===== src/rtl/neuron_pkg.sv =====
// Shared constants, FSM state type and the operand bus packing helper for
// the Neurone front-end sequencer.
package neuron_pkg;
   localparam int N_IN   = 9;
   localparam int DATA_W = 33;
   localparam int OUT_W  = 34;
   localparam int CNT_W  = 4;
   localparam int BUS_W  = N_IN * DATA_W;

   typedef enum logic [1:0] {
      COLLECT = 2'd0,
      FIRE    = 2'd1,
      WAIT    = 2'd2,
      HOLD    = 2'd3
   } state_t;

   typedef logic [DATA_W-1:0] operand_t;
   typedef logic [BUS_W-1:0]  bus_t;

   // Lane k lands at bits [k*DATA_W +: DATA_W], matching Neurone input_k/weight_k.
   function automatic bus_t pack_bus(input operand_t lanes [N_IN]);
      bus_t r;
      r = '0;
      for (int k = 0; k < N_IN; k++) begin
         r[k*DATA_W +: DATA_W] = lanes[k];
      end
      return r;
   endfunction
endpackage


===== src/rtl/neuron_feeder_if.sv =====
// Sample stream, weight write port, Neurone link and result port of the feeder.
interface neuron_feeder_if;
   import neuron_pkg::*;

   logic              in_valid;
   logic [DATA_W-1:0] in_data;
   logic              in_ready;
   logic              w_wr_en;
   logic [3:0]        w_wr_addr;
   logic [DATA_W-1:0] w_wr_data;
   logic [BUS_W-1:0]  nrn_inputs;
   logic [BUS_W-1:0]  nrn_weights;
   logic              start_;
   logic              end_;
   logic [OUT_W-1:0]  nrn_out;
   logic              res_valid;
   logic [OUT_W-1:0]  res_data;
   logic              res_ready;
   logic              busy;
   logic              err;

   // The feeder is the slave; the host/layer controller and Neurone form the master side.
   modport slave (
      input  in_valid, in_data, w_wr_en, w_wr_addr, w_wr_data, end_, nrn_out, res_ready,
      output in_ready, nrn_inputs, nrn_weights, start_, res_valid, res_data, busy, err
   );

   modport master (
      output in_valid, in_data, w_wr_en, w_wr_addr, w_wr_data, end_, nrn_out, res_ready,
      input  in_ready, nrn_inputs, nrn_weights, start_, res_valid, res_data, busy, err
   );
endinterface


===== src/rtl/neuron_operand_bank.sv =====
// Input and weight register files with one write port each, presented as
// flat operand buses for the Neurone.
module neuron_operand_bank
   import neuron_pkg::*;
(
   input  logic             clk,
   input  logic             rst,
   input  logic             in_we,
   input  logic [CNT_W-1:0] in_addr,
   input  operand_t         in_wdata,
   input  logic             w_we,
   input  logic [3:0]       w_addr,
   input  operand_t         w_wdata,
   output bus_t             inputs_flat,
   output bus_t             weights_flat
);
   operand_t in_reg [N_IN];
   operand_t w_reg  [N_IN];

   generate
      for (genvar gi = 0; gi < N_IN; gi++) begin : g_lane
         always_ff @(posedge clk) begin
            if (rst) begin
               in_reg[gi] <= '0;
               w_reg[gi]  <= '0;
            end else begin
               if (in_we && (in_addr == CNT_W'(gi))) in_reg[gi] <= in_wdata;
               if (w_we && (w_addr == 4'(gi)))       w_reg[gi]  <= w_wdata;
            end
         end
      end
   endgenerate

   always_comb begin
      inputs_flat  = pack_bus(in_reg);
      weights_flat = pack_bus(w_reg);
   end
endmodule


===== src/rtl/neuron_feeder.sv =====
// Collects N_IN samples, fires the Neurone with the stored weight bank,
// waits (bounded) for end_ and holds the result until it is consumed.
module neuron_feeder
   import neuron_pkg::*;
#(
   parameter int TIMEOUT = 1024
) (
   input logic           clk,
   input logic           rst,
   neuron_feeder_if.slave bus
);
   localparam int TMO_W = (TIMEOUT > 2) ? $clog2(TIMEOUT) : 1;

   state_t             state_reg, state_next;
   logic [CNT_W-1:0]   count_reg, count_next;
   logic [TMO_W-1:0]   tmo_reg, tmo_next;
   logic [OUT_W-1:0]   res_data_reg, res_data_next;
   logic               err_reg, err_next;
   logic               in_we;
   logic               w_we;
   logic               w_addr_ok;

   assign w_addr_ok = bus.w_wr_addr < 4'(N_IN);

   always_ff @(posedge clk) begin
      if (rst) begin
         state_reg    <= COLLECT;
         count_reg    <= '0;
         tmo_reg      <= '0;
         res_data_reg <= '0;
         err_reg      <= 1'b0;
      end else begin
         state_reg    <= state_next;
         count_reg    <= count_next;
         tmo_reg      <= tmo_next;
         res_data_reg <= res_data_next;
         err_reg      <= err_next;
      end
   end

   always_comb begin
      state_next    = state_reg;
      count_next    = count_reg;
      tmo_next      = tmo_reg;
      res_data_next = res_data_reg;
      err_next      = err_reg;
      in_we         = 1'b0;
      w_we          = 1'b0;
      bus.in_ready  = 1'b0;
      bus.start_    = 1'b0;
      bus.res_valid = 1'b0;
      bus.busy      = 1'b0;
      unique case (state_reg)
         COLLECT: begin
            bus.in_ready = 1'b1;
            w_we         = bus.w_wr_en && w_addr_ok;
            if (bus.in_valid) begin
               in_we = 1'b1;
               if (count_reg == CNT_W'(N_IN - 1)) begin
                  count_next = '0;
                  state_next = FIRE;
               end else begin
                  count_next = count_reg + CNT_W'(1);
               end
            end
         end
         FIRE: begin
            bus.start_ = 1'b1;
            bus.busy   = 1'b1;
            tmo_next   = '0;
            state_next = WAIT;
            if (bus.w_wr_en) err_next = 1'b1;
         end
         WAIT: begin
            bus.busy = 1'b1;
            if (bus.w_wr_en) err_next = 1'b1;
            if (bus.end_) begin
               res_data_next = bus.nrn_out;
               tmo_next      = '0;
               state_next    = HOLD;
            end else if (tmo_reg == TMO_W'(TIMEOUT - 1)) begin
               // A stalled Neurone still yields a (zero) result so the pipeline drains.
               err_next      = 1'b1;
               res_data_next = '0;
               tmo_next      = '0;
               state_next    = HOLD;
            end else begin
               tmo_next = tmo_reg + TMO_W'(1);
            end
         end
         HOLD: begin
            bus.res_valid = 1'b1;
            w_we          = bus.w_wr_en && w_addr_ok;
            if (bus.res_ready) state_next = COLLECT;
         end
         default: state_next = COLLECT;
      endcase
   end

   assign bus.res_data = res_data_reg;
   assign bus.err      = err_reg;

   neuron_operand_bank u_bank (
      .clk          (clk),
      .rst          (rst),
      .in_we        (in_we),
      .in_addr      (count_reg),
      .in_wdata     (bus.in_data),
      .w_we         (w_we),
      .w_addr       (bus.w_wr_addr),
      .w_wdata      (bus.w_wr_data),
      .inputs_flat  (bus.nrn_inputs),
      .weights_flat (bus.nrn_weights)
   );
endmodule


===== src/flat_wrapper.sv =====
// flat-port wrapper written by rule: the top's interface ports become plain ports
module neuron_feeder_flat import neuron_pkg::*;
#(
   parameter int TIMEOUT = 1024
)
  (clk, rst, bus_in_valid, bus_in_data, bus_w_wr_en, bus_w_wr_addr, bus_w_wr_data, bus_end_, bus_nrn_out, bus_res_ready, bus_in_ready, bus_nrn_inputs, bus_nrn_weights, bus_start_, bus_res_valid, bus_res_data, bus_busy, bus_err);
  neuron_feeder_if bus_i ();
  input logic clk;
  input logic rst;
  input wire logic [$bits(bus_i.in_valid)-1:0] bus_in_valid;
  input wire logic [$bits(bus_i.in_data)-1:0] bus_in_data;
  input wire logic [$bits(bus_i.w_wr_en)-1:0] bus_w_wr_en;
  input wire logic [$bits(bus_i.w_wr_addr)-1:0] bus_w_wr_addr;
  input wire logic [$bits(bus_i.w_wr_data)-1:0] bus_w_wr_data;
  input wire logic [$bits(bus_i.end_)-1:0] bus_end_;
  input wire logic [$bits(bus_i.nrn_out)-1:0] bus_nrn_out;
  input wire logic [$bits(bus_i.res_ready)-1:0] bus_res_ready;
  output wire logic [$bits(bus_i.in_ready)-1:0] bus_in_ready;
  output wire logic [$bits(bus_i.nrn_inputs)-1:0] bus_nrn_inputs;
  output wire logic [$bits(bus_i.nrn_weights)-1:0] bus_nrn_weights;
  output wire logic [$bits(bus_i.start_)-1:0] bus_start_;
  output wire logic [$bits(bus_i.res_valid)-1:0] bus_res_valid;
  output wire logic [$bits(bus_i.res_data)-1:0] bus_res_data;
  output wire logic [$bits(bus_i.busy)-1:0] bus_busy;
  output wire logic [$bits(bus_i.err)-1:0] bus_err;
  assign bus_i.in_valid = bus_in_valid;
  assign bus_i.in_data = bus_in_data;
  assign bus_i.w_wr_en = bus_w_wr_en;
  assign bus_i.w_wr_addr = bus_w_wr_addr;
  assign bus_i.w_wr_data = bus_w_wr_data;
  assign bus_i.end_ = bus_end_;
  assign bus_i.nrn_out = bus_nrn_out;
  assign bus_i.res_ready = bus_res_ready;
  assign bus_in_ready = bus_i.in_ready;
  assign bus_nrn_inputs = bus_i.nrn_inputs;
  assign bus_nrn_weights = bus_i.nrn_weights;
  assign bus_start_ = bus_i.start_;
  assign bus_res_valid = bus_i.res_valid;
  assign bus_res_data = bus_i.res_data;
  assign bus_busy = bus_i.busy;
  assign bus_err = bus_i.err;
  neuron_feeder #(.TIMEOUT(TIMEOUT)) u_core (.clk(clk), .rst(rst), .bus(bus_i));
endmodule

===== config.mk =====
export PLATFORM = sky130hd
export DESIGN_NAME = neuron_feeder_flat
export DESIGN_NICKNAME = d
export VERILOG_FILES = /design/src/rtl/neuron_pkg.sv /design/src/rtl/neuron_feeder_if.sv /design/src/rtl/neuron_operand_bank.sv /design/src/rtl/neuron_feeder.sv /design/src/flat_wrapper.sv
export SDC_FILE = /design/constraint.sdc
export NUM_CORES = 1
export LEC_CHECK = 0
export CAP_MARGIN = 40
export CORE_ASPECT_RATIO = 1.75
export CORE_MARGIN = 10
export CORE_UTILIZATION = 28
export CTS_CLUSTER_SIZE = 16
export DETAILED_ROUTE_END_ITERATION = 10
export PLACE_DENSITY_LB_ADDON = 0.05
export RECOVER_POWER = 50
export SLEW_MARGIN = 20
export SYNTH_ARGS = -nofsm -noshare
export SYNTH_HDL_FRONTEND = slang
export SYNTH_SLANG_ARGS = --single-unit

===== constraint.sdc =====
create_clock -name clk -period 2.45 [get_ports clk]
set_input_delay 0.735 -clock clk [delete_from_list [all_inputs] [get_ports clk]]
set_output_delay 0.735 -clock clk [all_outputs]
set_load 0.005 [all_outputs]

# After elaboration in Yosys (flattened, before gate mapping)
# Index checks and enable logic that the tools add are counted.
[totals] in_bits=110 ff_bits=645
[classes] n_reduce_logical=29 eq_ne=24 muxes=23 n_addsub=2 order_cmp=1
[op_table] op="2-to-1 mux 34 bit" count=2
[op_table] op="== test 4 x 3 -> 1 bit, second input constant" count=8
[op_table] op="2-to-1 mux 10 bit" count=2
[op_table] op="one-hot mux 10 bit (2 select lines)" count=1
[op_table] op="logical AND 1 bit" count=19
[op_table] op="== test 4 x 2 -> 1 bit, second input constant" count=4
[op_table] op="adder 10 x 1 -> 10 bit, second input constant" count=1
[op_table] op="== test 10 bit, second input constant" count=1
[op_table] op="2-to-1 mux 1 bit" count=10
[op_table] op="2-to-1 mux 2 bit" count=5
[op_table] op="== test 4 x 1 -> 1 bit, second input constant" count=2
[op_table] op="== test 4 bit, second input constant" count=2
[op_table] op="logical NOT 4 bit" count=2
[op_table] op="one-hot mux 2 bit (4 select lines)" count=1
[op_table] op="adder 4 x 1 -> 4 bit, second input constant" count=1
[op_table] op="== test 2 bit, second input constant" count=2
[op_table] op="less-than comparator 4 bit, second input constant" count=1
[op_table] op="2-to-1 mux 4 bit" count=1
[op_table] op="!= test 2 bit, second input constant" count=2
[op_table] op="AND reduction 2 bit" count=2
[op_table] op="AND reduction 4 bit" count=1
[op_table] op="nonzero test 2 bit" count=2
[op_table] op="OR reduction 2 bit" count=2
[op_table] op="!= test 3 x 2 -> 1 bit, second input constant" count=1
[op_table] op="other kinds (4)" count=4

# Logic depth before layout (Yosys ltp)
# Gate-level depths: netlist of the first run.
[depth] ltp_word=4 depth_mapped=9 depth_no_buf=6

# Modules after synthesis
# A second synthesis of the first run with hierarchy kept.
[unflattened] cells_unflattened=2260 area_unflattened_um2=25087.8
[modules_own_cells] module="neuron_operand_bank" n_inst=1 area_per_inst_um2=23130.9 seq_area_each_um2=11891.4 cells_per_inst=2077
[modules_own_cells] module="neuron_feeder" n_inst=1 area_per_inst_um2=1956.9 seq_area_each_um2=1021.0 cells_per_inst=183

# Worst setup path before layout of the first run
# OpenSTA, ideal clock, no wires.
[synth_timing] path_kind="register to register" start="register u_core.state_reg[0]" end="register u_core.u_bank.w_reg, in the netlist u_core.u_bank.weights_flat[107]" t_required_ns=2.307 arrival_ns=1.776 setup_ns=0.143 n_path_buf=1 path_stages_with_launch=8 setup_slack_ns=0.531 path_cell_list="dfxtp_1 inv_1 ha_1 nor4b_4 nand3_1 clkbuf_1 nand2_1 a21oi_2"
[synth_via] elab_chain_len=4 elab_cells_between_ends=5 cone_classes="1 x eq/ne; 1 x mux; 3 x reduce/logical"
[synth_rtl] element="from (decl)" line="neuron_feeder.sv:14" source="state_t state_reg, state_next;"
[synth_rtl] element="from (signal assigned)" line="neuron_feeder.sv:33" source="state_reg <= state_next;"
[synth_rtl] element="== test 2 bit / logical NOT 2 bit (equally long branches)" line="neuron_feeder.sv:53" source="unique case (state_reg)"
[synth_rtl] element="OR reduction 2 bit (no line) (*)"
[synth_rtl] element="2-to-1 mux 1 bit (*)"
[synth_rtl] element="logical AND 1 bit (*)" line="neuron_operand_bank.sv:28" source="if (w_we && (w_addr == 4'(gi))) w_reg[gi] <= w_wdata;"
[synth_rtl] element="to (signal, indexed assignment)" line="neuron_operand_bank.sv:28"
[synth_rtl] element="to (decl)" line="neuron_operand_bank.sv:18" source="operand_t w_reg [N_IN];"
# Every way passes the cells marked *; elsewhere a longest branch is shown, timed or not.
# A chain may end at the register's enable or synchronous reset.

# Worst setup path in the final report of the first run
[layout_timing] start="register u_core.u_bank.w_reg, in the netlist u_core.u_bank.weights_flat[261]" end="output bus_nrn_weights[261]"
[layout_lines] element="to (decl)" line="flat_wrapper.sv:20" source="output wire logic [$bits(bus_i.nrn_weights)-1:0] bus_nrn_weights;"
# No word-level cell between the ends.

==> summary.md, run 1 <==
| Metric | Value |
|---|---|
| Status | completed |
| Routed WL | 109,200 um |
| Final setup fails | 0 |
| Met3 Usage GRT | 8.856% |
| Worst path arrival time | 1.63 ns |
| Max rail drop VDD | 414.3 uV |
| Slew Limit Fails | 0 |
| DR WL/cell | 23.66 um |
| Worst EP required | 1.71 ns |
| Hold_sp | rst |
| Power Dens Cells | 705.3 nW/um^2 |
| FF-to-FF End | u_core.u_bank.weights_flat[85] |
| Post-synthesis compound-gate area fraction | 15.04% |
| Final global-route overflow total | 0 |
| Vias post-DR | 21,732 |
| Clock Latency Late Sink | 0.63 ns |
| Clk slew on worst S/H paths | 0.06 ns |
| PnR Total Power | 23,930 uW |
| Sink Count | 645 |
| Cts hold-fix bufs | 0 |
| Synthesis-stage register bit count | 645 |
| CTS max path bufs | 3 |
| Vias per cell | 4.707 |
| Crit start category | flop |
| Num CTS Buffers | 67 |
| Die area | 95,070 um^2 |
| Synth Area in Adders | 0.5402% |
| # port buffers | 742 |
| Post-Synth Simple-Gate Area | 21.72% |
| Post-synthesis mux area share | 0.08644% |
| Post-CTS Setup Bufs | 0 |
| Clock tree root driver cell | clkbuf_16 |
| Max Fclk | 423.1 MHz |
| Worst Max-Slew Pin Slew | 0.9927 ns |
| Main combinational cell family by area after synthesis | simple AND/OR/NAND/NOR gates |
| Core area | 82,090 um^2 |
| Top cell family by delay on the critical path | buffers and inverters |
| Max cap viols | 0 |
| Post-detail-place hpwl | 79,640 um |
| Critical path buffers and inverters | 1 |
| Post-route DRC | 0 |
| Unique masters post-synth | 42 |
| Tcrit/Tclk final | 96.46% |
| Hold Crit Depth | 2 |
| CTS tree | built |
| Layout area overhead | 46.54% |
| Nets | 3,638 |
| Max-slew headroom | 33.82% |
| Setup crit end kind | primary output |
| Asr flop ratio synth | 0% |
| DR pass1 iterations | 5 |
| Fin Clk Skew | 0.02240 ns |
| Slowest stage delay, CP | 0.62 ns |
| Die width | 237.4 um |
| Avg Cell Area, Syn | 8.112 um^2 |
| Crit-path cells | clkdlybuf4s50_1 |
| Row count | 139 |
| Crit path max fanout | 2 |
| H-tree levels | 3 |
| Top_reg_cell synth | dfxtp_1 |
| RR Startpoint | u_core.state_reg[0] |
| Final Wtd Congestion | 0.8132 |
| First-pass GRT wire length | 155,700 um |
| Vias in the first global route | 21,511 |
| EDFF count, synth | 0 |
| Pin count of the biggest net entering global routing | 77 |
| Worst Hold Endpoint | u_core.u_bank.inputs_flat[175] |
| Cell count of the worst reg-to-reg path | 9 |
| Critical setup path kind | flop to primary output |
| Post-Synthesis Cells | 2,855 |
| Fin crit period | 2.363 ns |
| Die height | 400.5 um |
| Syn nets | 2,975 |
| Layout cell share with drive strength beyond 1 | 8.120% |
| Hold Slack | 0.3754 ns |
| Met2 GRT Util | 36.60% |
| Initial DRC count | 1,452 |
| Seq/Total Area, Yosys | 55.75% |
| Unrepaired setup endpoints after global routing | no |
| GRT Resource Usage Total | 22.06% |
| Routed Antenna Nets | 0 |
| Leak | 0.01140 uW |
| Top-Level Pins | 743 |
| Mapped Area | 23,160 um^2 |
| Grt peak-use layer | met2 |
| Synth warn | 0 |
| Starting Density | 28.21% |
| Xor/xnor share of the synthesized area | 0.4538% |
| Initial antenna violation count | 4 |
| Slowest-stage cell, CP | clkdlybuf4s50_1 |
| Reg2reg setup slack | 0.15 ns |
| Worst hold path type | input pin to flop |
| Fin. Hold Viols | 0 |
| Met1 Usage GRT | 24.91% |
## worst max path at each step
stage	startpoint	end	slack, ns	cells after the start
floorplan	u_core.state_reg[0]	u_core.u_bank.weights_flat[107]	0.53	7
global placement	bus_w_wr_en	u_core.u_bank.weights_flat[66]	-0.11	8
detailed placement	bus_w_wr_en	u_core.u_bank.weights_flat[70]	-0.11	8
CTS	u_core.state_reg[1]	bus_busy	-0.06	3
global route	u_core.state_reg[0]	u_core.u_bank.weights_flat[66]	0.02	9
finish	u_core.u_bank.weights_flat[261]	bus_nrn_weights[261]	0.09	1
## metal layers
metal	up-vias	share of wire (%)
met2	848	47
met4	8	3.3
li1	10465	-
met3	147	10
met5	-	0.055
met1	10264	39
## cell type report
type | count | area (um^2)
repair buffers | 864 | 8761
flip-flops and latches | 645 | 12910
fillers | 8411 | 48150
multi-input cells | 1933 | 8743
clock inverters | 17 | 252.7
diodes | 1 | 2.502
clock buffers | 93 | 1917
well taps | 1057 | 1323
inverters | 7 | 26.28
## Yosys cell counts (10+ instances only)
cell	instances	area share, %
ha_1	10	0.54
a21oi_2	31	1.2
a22o_1	34	1.3
buf_2	76	1.6
clkbuf_1	118	1.9
and3_1	12	0.32
a21oi_1	567	12
buf_6	10	0.49
nand2_2	30	0.81
nor2_1	14	0.23
dfxtp_1	645	56
nand2_1	1170	19
buf_4	60	1.9
## logic make-up after synthesis
family,after synthesis
AND/OR/NAND/NOR,1269
multiplexers,2
XOR/XNOR,12
flip-flops,645
adder cells (fa/ha/maj),10
buffers and inverters,277
AO/OA/AOI/OAI,640
## metrics by stage
step / worst slack (ns) / cell area [um^2] / util [%] / cells / setup TNS, ns
after detailed placement: -0.1114 / 32040 / 39.03 / 4506 / -2.836
final: 0.08673 / 33940 / 41.34 / 4617 / 0
after global routing: 0.01574 / 33940 / 41.34 / 4616 / 0
after floorplan: 0.5311 / 23160 / - / 2855 / 0
after CTS: -0.06283 / 34220 / 41.68 / 4616 / -0.06283
after global placement: -0.1074 / 32040 / 39.03 / 4506 / -2.399
## timing repair
action | 4_1_cts | 5_1_grt
cloned | 0 | 0
setup endpoints to repair | 4 | 2
pin swaps | 0 | 1
gates resized for setup | 9 | 3
## report_power, final
| group | total (uW) | internal, uW | switching (uW) |
|---|---|---|---|
| logic | 2520 | 1060 | 1450 |
| clock network | 10500 | 6080 | 4380 |
| registers | 11000 | 10800 | 178 |
## layout by cell type, fill, tap and decap left out, drive strengths merged, types with 6 or more instances in the layout
master / instances
nand2: 1200
clkdlybuf4s50: 726
dfxtp: 645
a21oi: 598
clkbuf: 116
buf: 101
a22o: 34
nor2: 15
nand3: 13
and3: 12
dlygate4sd3: 10
ha: 10
inv: 10
xnor2: 7
clkinv: 7
and2: 7
nor3: 6
bufinv: 6
(Power assumes the default switching activity.)
==> inputs of run 2 (changes only) <==
--- a/config.mk
+++ b/config.mk
@@ -11,6 +11,7 @@
 export CORE_UTILIZATION = 28
 export CTS_CLUSTER_SIZE = 16
 export DETAILED_ROUTE_END_ITERATION = 10
+export DONT_BUFFER_PORTS = 1
 export PLACE_DENSITY_LB_ADDON = 0.05
 export RECOVER_POWER = 50
 export SLEW_MARGIN = 20
==> run 2 against run 1 <==
  * The flow now finishes with violations (slew limit, setup timing)
  * Power shrank 4.2%
  * Critical path type is now input pin to flop
  * Utilization shrank 9.7 points
  * Largest cell class unchanged
  * Clock power is essentially flat
  * Clock skew grew 0.0037 ns
==> summary.md, run 2 (same netlist as run 1, synthesis figures left out) <==
| Metric | Value |
|---|---|
| Slew Limit Fails | 400 |
| Cts hold-fix bufs | 0 |
| Initial antenna violation count | 0 |
| Final worst setup slack | -0.06615 ns |
| Die width | 237.4 um |
| Vias per cell | 4.840 |
| Combinational Power Share | 5.0% |
| Fin Clk Skew | 0.02606 ns |
| Layout cell share with drive strength beyond 1 | 9.170% |
| Core area | 82,090 um^2 |
| PnR Total Power | 22,920 uW |
| Hold Slack | 0.1738 ns |
| Placed inst area | 23,770 um^2 |
| Max cap viols | 0 |
| Failing checks | slew limit, setup timing |
| Routed Antenna Nets | 0 |
| Tcrit/Tclk final | 102.7% |
| Flop pwr share | 48.6% |
| Clk network pwr share | 46.4% |
| Power Dens Cells | 882.6 nW/um^2 |
| Utilization after layout | 31.63% |
| Top-Level Pins | 743 |
| Final global-route overflow total | 0 |
| Sink Count | 645 |
| Max rail drop VDD | 485.7 uV |
| Die area | 95,070 um^2 |
| Crit path max fanout | 605 |
| Critical setup path kind | input pin to flop |
| Initial DRC count | 1,307 |
| Slowest stage delay, CP | 0.79 ns |
| DR pass1 iterations | 5 |
| Worst hold path type | input pin to flop |
| Nets | 2,838 |
| Fin. Hold Viols | 0 |
| Clock Latency Late Sink | 0.64 ns |
| Commonest cells after routing, fill and taps aside | nand2_1 (1,169), dfxtp_1 (644), a21oi_1 (567) |
| DR WL/cell | 27.24 um |
| Row count | 139 |
| Crit-path cells | a21oi_1 |
| Starting Density | 28.21% |
| Num CTS Buffers | 67 |
| Max-slew headroom | -114.4% |
| Clock tree root driver cell | clkbuf_16 |
| Design area | 25,970 um^2 |
| Top cell family by delay on the critical path | compound AO/OA/AOI/OAI gates |
| Worst path arrival time | 3.00 ns |
| Final Wtd Congestion | 0.7788 |
| Setup total negative slack | -0.4492 ns |
| Leak | 0.008424 uW |
| Slowest-stage cell, CP | a21oi_1 |
| Unrepaired setup endpoints after global routing | no |
| Fin crit period | 2.516 ns |
| Die height | 400.5 um |
| Worst EP required | 2.93 ns |
| Setup crit end kind | flop |
| Vias post-DR | 18,528 |
| Switching portion of total power | 24.65% |
| H-tree levels | 3 |
| Routed WL | 104,300 um |
| Worst Max-Slew Pin Slew | 3.217 ns |
| Psw | 5650 uW |
| # port buffers | 0 |
| Post-detail-place hpwl | 74,160 um |
| Pin count of the biggest net entering global routing | 606 |
| Max Fclk | 397.4 MHz |
| First-pass GRT wire length | 143,800 um |
| CTS max path bufs | 3 |
| Final setup fails | 19 |
| Layout area overhead | 12.13% |
| Status | complete, but fails checks |
| Critical path buffers and inverters | 0 |
| Pint | 17,270 uW |
| Commonest non-fill, non-tap cell in the layout | nand2_1 |
| Post-route DRC | 0 |
| Clk slew on worst S/H paths | 0.06 ns |
| GRT Resource Usage Total | 20.99% |
| Crit start category | input pin |
| CTS tree | built |
| Vias in the first global route | 17,489 |
run 2: cell types whose count changed in the layout (fill, tap and decap cells not counted), sizes merged:
cell,before,now
buf,101,61
bufinv,6,4
clkbuf,116,105
clkdlybuf4s50,726,0
clkinv,7,11
dlygate4sd2,3,0
dlygate4sd3,10,0
dlymetal6s2s,1,0
run 2: layout make-up:
| type | instances | area [um^2] |
|---|---|---|
| Inverter | 7 | 26.28 |
| Clock inverter | 19 | 242.7 |
| Clock buffer | 102 | 1992 |
| Tap cell | 1057 | 1323 |
| Antenna cell | 1 | 2.502 |
| Sequential cell | 645 | 12910 |
| Fill cell | 8694 | 56120 |
| Multi-Input combinational cell | 1933 | 8803 |
| Timing Repair Buffer | 64 | 665.6 |
run 2: worst paths after layout:
check | from | to | slack (ns) | depth (start not counted)
min | rst | u_core.u_bank.inputs_flat[169] | 0.17 | 1
max reg2reg | u_core.state_reg[1] | u_core.u_bank.inputs_flat[60] | 0.10 | 8
min reg2reg | u_core.u_bank.inputs_flat[169] | u_core.u_bank.inputs_flat[169] | 0.47 | 2
max | rst | u_core.u_bank.weights_flat[160] | -0.07 | 1
run 2: through the flow:
step	cells	setup slack, ns
after floorplan	2855	0.5311
after global placement	3706	0.2893
after detailed placement	3706	0.2530
after CTS	3827	0.006865
after global routing	3827	0.0009539
final	3828	-0.06615
run 2: what timing repair did:
action                                  CTS  global route
buffers inserted                          0             0
endpoints found under the setup margin    1             1
resized for setup                         5             1
run 2: power by group through the flow:
stage / clock network [uW] / registers (uW) / logic [uW]
floorplan: 0 / 11200 / 1060
global placement: 0 / 11400 / 1130
detailed placement: 0 / 11400 / 1160
CTS: 11000 / 11100 / 1180
global route: 11300 / 11200 / 1290
finish: 10600 / 11100 / 1150
run 2: routing by layer:
| layer | global-route usage (%) | vias up | routed length [um] |
|---|---|---|---|
| met5 | 0 | - | 0 |
| met4 | 7.562 | 0 | 2919 |
| met3 | 12.94 | 108 | 15700 |
| met2 | 34.85 | 777 | 50070 |
| met1 | 21.10 | 8744 | 35600 |
| li1 | - | 8899 | - |
==> inputs of run 3 (changes only) <==
--- a/config.mk
+++ b/config.mk
@@ -6,13 +6,12 @@
 export NUM_CORES = 1
 export LEC_CHECK = 0
 export CAP_MARGIN = 40
-export CORE_ASPECT_RATIO = 1.75
 export CORE_MARGIN = 10
 export CORE_UTILIZATION = 28
 export CTS_CLUSTER_SIZE = 16
 export DETAILED_ROUTE_END_ITERATION = 10
 export DONT_BUFFER_PORTS = 1
-export PLACE_DENSITY_LB_ADDON = 0.05
+export GPL_TIMING_DRIVEN = 1
 export RECOVER_POWER = 50
 export SLEW_MARGIN = 20
 export SYNTH_ARGS = -nofsm -noshare
==> run 3 against run 2 <==
  * The flow still finishes with violations (slew limit, setup timing)
  * Clock skew is 0.0026 ns lower
  * Critical path depth is the same
  * Power is 1.5% higher
  * Via count increased by 1.5%
  * Global-route usage is 2.7 points lower
  * Routed wire length decreased by 12%
  * Final cell count up 0.37%
  * Register-to-register slack hardly changed
  * Largest cell class unchanged
==> summary.md, run 3 (same netlist as run 1, synthesis figures left out) <==
| Metric | Value |
|---|---|
| Sink Count | 645 |
| Final global-route overflow total | 0 |
| Top-Level Pins | 743 |
| Clk slew on worst S/H paths | 0.06 ns |
| Crit start category | input pin |
| Leak | 0.008511 uW |
| Critical path depth | 1 |
| Met2 GRT Util | 29.06% |
| Clock tree root driver cell | clkbuf_16 |
| Hold Crit Depth | 1 |
| PnR Total Power | 23,260 uW |
| Max rail drop VDD | 520.5 uV |
| Row count | 105 |
| Worst EP required | 2.88 ns |
| Commonest non-fill, non-tap cell in the layout | nand2_1 |
| Nets | 2,839 |
| Fin. Hold Viols | 0 |
| Die area | 94,620 um^2 |
| Crit-path cells | a21oi_1 |
| Vias in the first global route | 17,345 |
| Worst path arrival time | 3.67 ns |
| Max Fclk | 308.7 MHz |
| Num CTS Buffers | 71 |
| Hold Slack | 0.2182 ns |
| Grt peak-use layer | met2 |
| Slowest-stage cell, CP | a21oi_1 |
| Top cell family by delay on the critical path | compound AO/OA/AOI/OAI gates |
| Die height | 307.6 um |
| Cell count of the worst reg-to-reg path | 7 |
| Post-detail-place hpwl | 65,010 um |
| Setup crit end kind | flop |
| # port buffers | 0 |
| Max-slew headroom | -177.2% |
| DR pass1 iterations | 6 |
| Vias post-DR | 18,812 |
| Final Wtd Congestion | 0.7737 |
| Pre-CTS setup slack | 0.03617 ns |
| Slew Limit Fails | 441 |
| Critical setup path kind | input pin to flop |
| Failing checks | slew limit, setup timing |
| Unrepaired setup endpoints after global routing | no |
| Clock Latency Late Sink | 0.60 ns |
| H-tree levels | 3 |
| First-pass GRT wire length | 129,600 um |
| Final setup fails | 250 |
| Commonest cells after routing, fill and taps aside | nand2_1 (1,167), dfxtp_1 (644), a21oi_1 (567) |
| Fin crit period | 3.239 ns |
| Met3 Usage GRT | 8.824% |
| Layout area overhead | 13.07% |
| Vias per cell | 4.896 |
| Worst Max-Slew Pin Slew | 4.158 ns |
| Worst hold path type | input pin to flop |
| Crit path max fanout | 605 |
| Core area | 81,980 um^2 |
| Post-CTS Setup Bufs | 0 |
| Initial DRC count | 1,928 |
| Layout cell share with drive strength beyond 1 | 9.567% |
| Power Dens Cells | 888.2 nW/um^2 |
| Placed inst area | 23,780 um^2 |
| Pin count of the biggest net entering global routing | 606 |
| Routed WL | 92,020 um |
| Fin Clk Skew | 0.02346 ns |
| Max cap viols | 0 |
| Tcrit/Tclk final | 132.2% |
| Final worst setup slack | -0.7894 ns |
| Routed Antenna Nets | 0 |
| Status | complete, but fails checks |
| GRT Resource Usage Total | 18.31% |
| CTS tree | built |
| DR WL/cell | 23.95 um |
| Starting Density | 28.25% |
| Slowest stage delay, CP | 1.02 ns |
| Initial antenna violation count | 3 |
| Met1 Usage GRT | 21.24% |
| Design area | 26,190 um^2 |
| Die width | 307.6 um |
| CTS max path bufs | 3 |
| Critical path buffers and inverters | 0 |
| Post-route DRC | 0 |
## run 3: area by class of cell
class / instances / area [um^2]
Fill cell: 8617 / 55790
Sequential cell: 645 / 12910
Multi-Input combinational cell: 1933 / 8815
Antenna cell: 2 / 5.005
Tap cell: 1070 / 1339
Clock buffer: 95 / 1987
Clock inverter: 29 / 392.9
Inverter: 7 / 26.28
Timing Repair Buffer: 61 / 708.2
## run 3: stage by stage
| step | util, % | std cells | setup TNS, ns |
|---|---|---|---|
| after global placement | 29.00 | 3716 | 0 |
| after detailed placement | 29.00 | 3716 | 0 |
| after CTS | 31.93 | 3840 | 0 |
| final | 31.94 | 3842 | -110.18 |
| after global routing | 31.94 | 3840 | 0 |
| after floorplan | - | 2855 | 0 |
## run 3: path summary, 6_finish.rpt
path | startpoint | to | slack (ns)
setup / recovery | rst | u_core.u_bank.weights_flat[224] | -0.79
hold / removal | rst | u_core.u_bank.inputs_flat[239] | 0.22
setup reg to reg | u_core.state_reg[1] | u_core.u_bank.weights_flat[128] | 0.11
hold reg to reg | u_core.u_bank.inputs_flat[69] | u_core.u_bank.inputs_flat[69] | 0.47
## run 3: power breakdown
| group | total (uW) | switching [uW] | internal (uW) | leakage (uW) |
|---|---|---|---|---|
| Combinational | 1180 | 760 | 418 | 0.00214 |
| Sequential | 11100 | 301 | 10800 | 0.00521 |
| Clock | 11000 | 4600 | 6390 | 0.00116 |
## run 3: what timing repair did
item	4_1_cts	5_1_grt
cloned	0	0
hold buffers	0	0
endpoints found under the hold margin	0	0
pin swaps	1	1
setup endpoints to repair	1	1
resized for setup	3	3
## run 3: routing by layer
layer	vias to the layer above	share of wire [%]
met5	-	0.014
met3	171	13
li1	8895	-
met4	2	3.3
met1	8847	38
met2	897	46
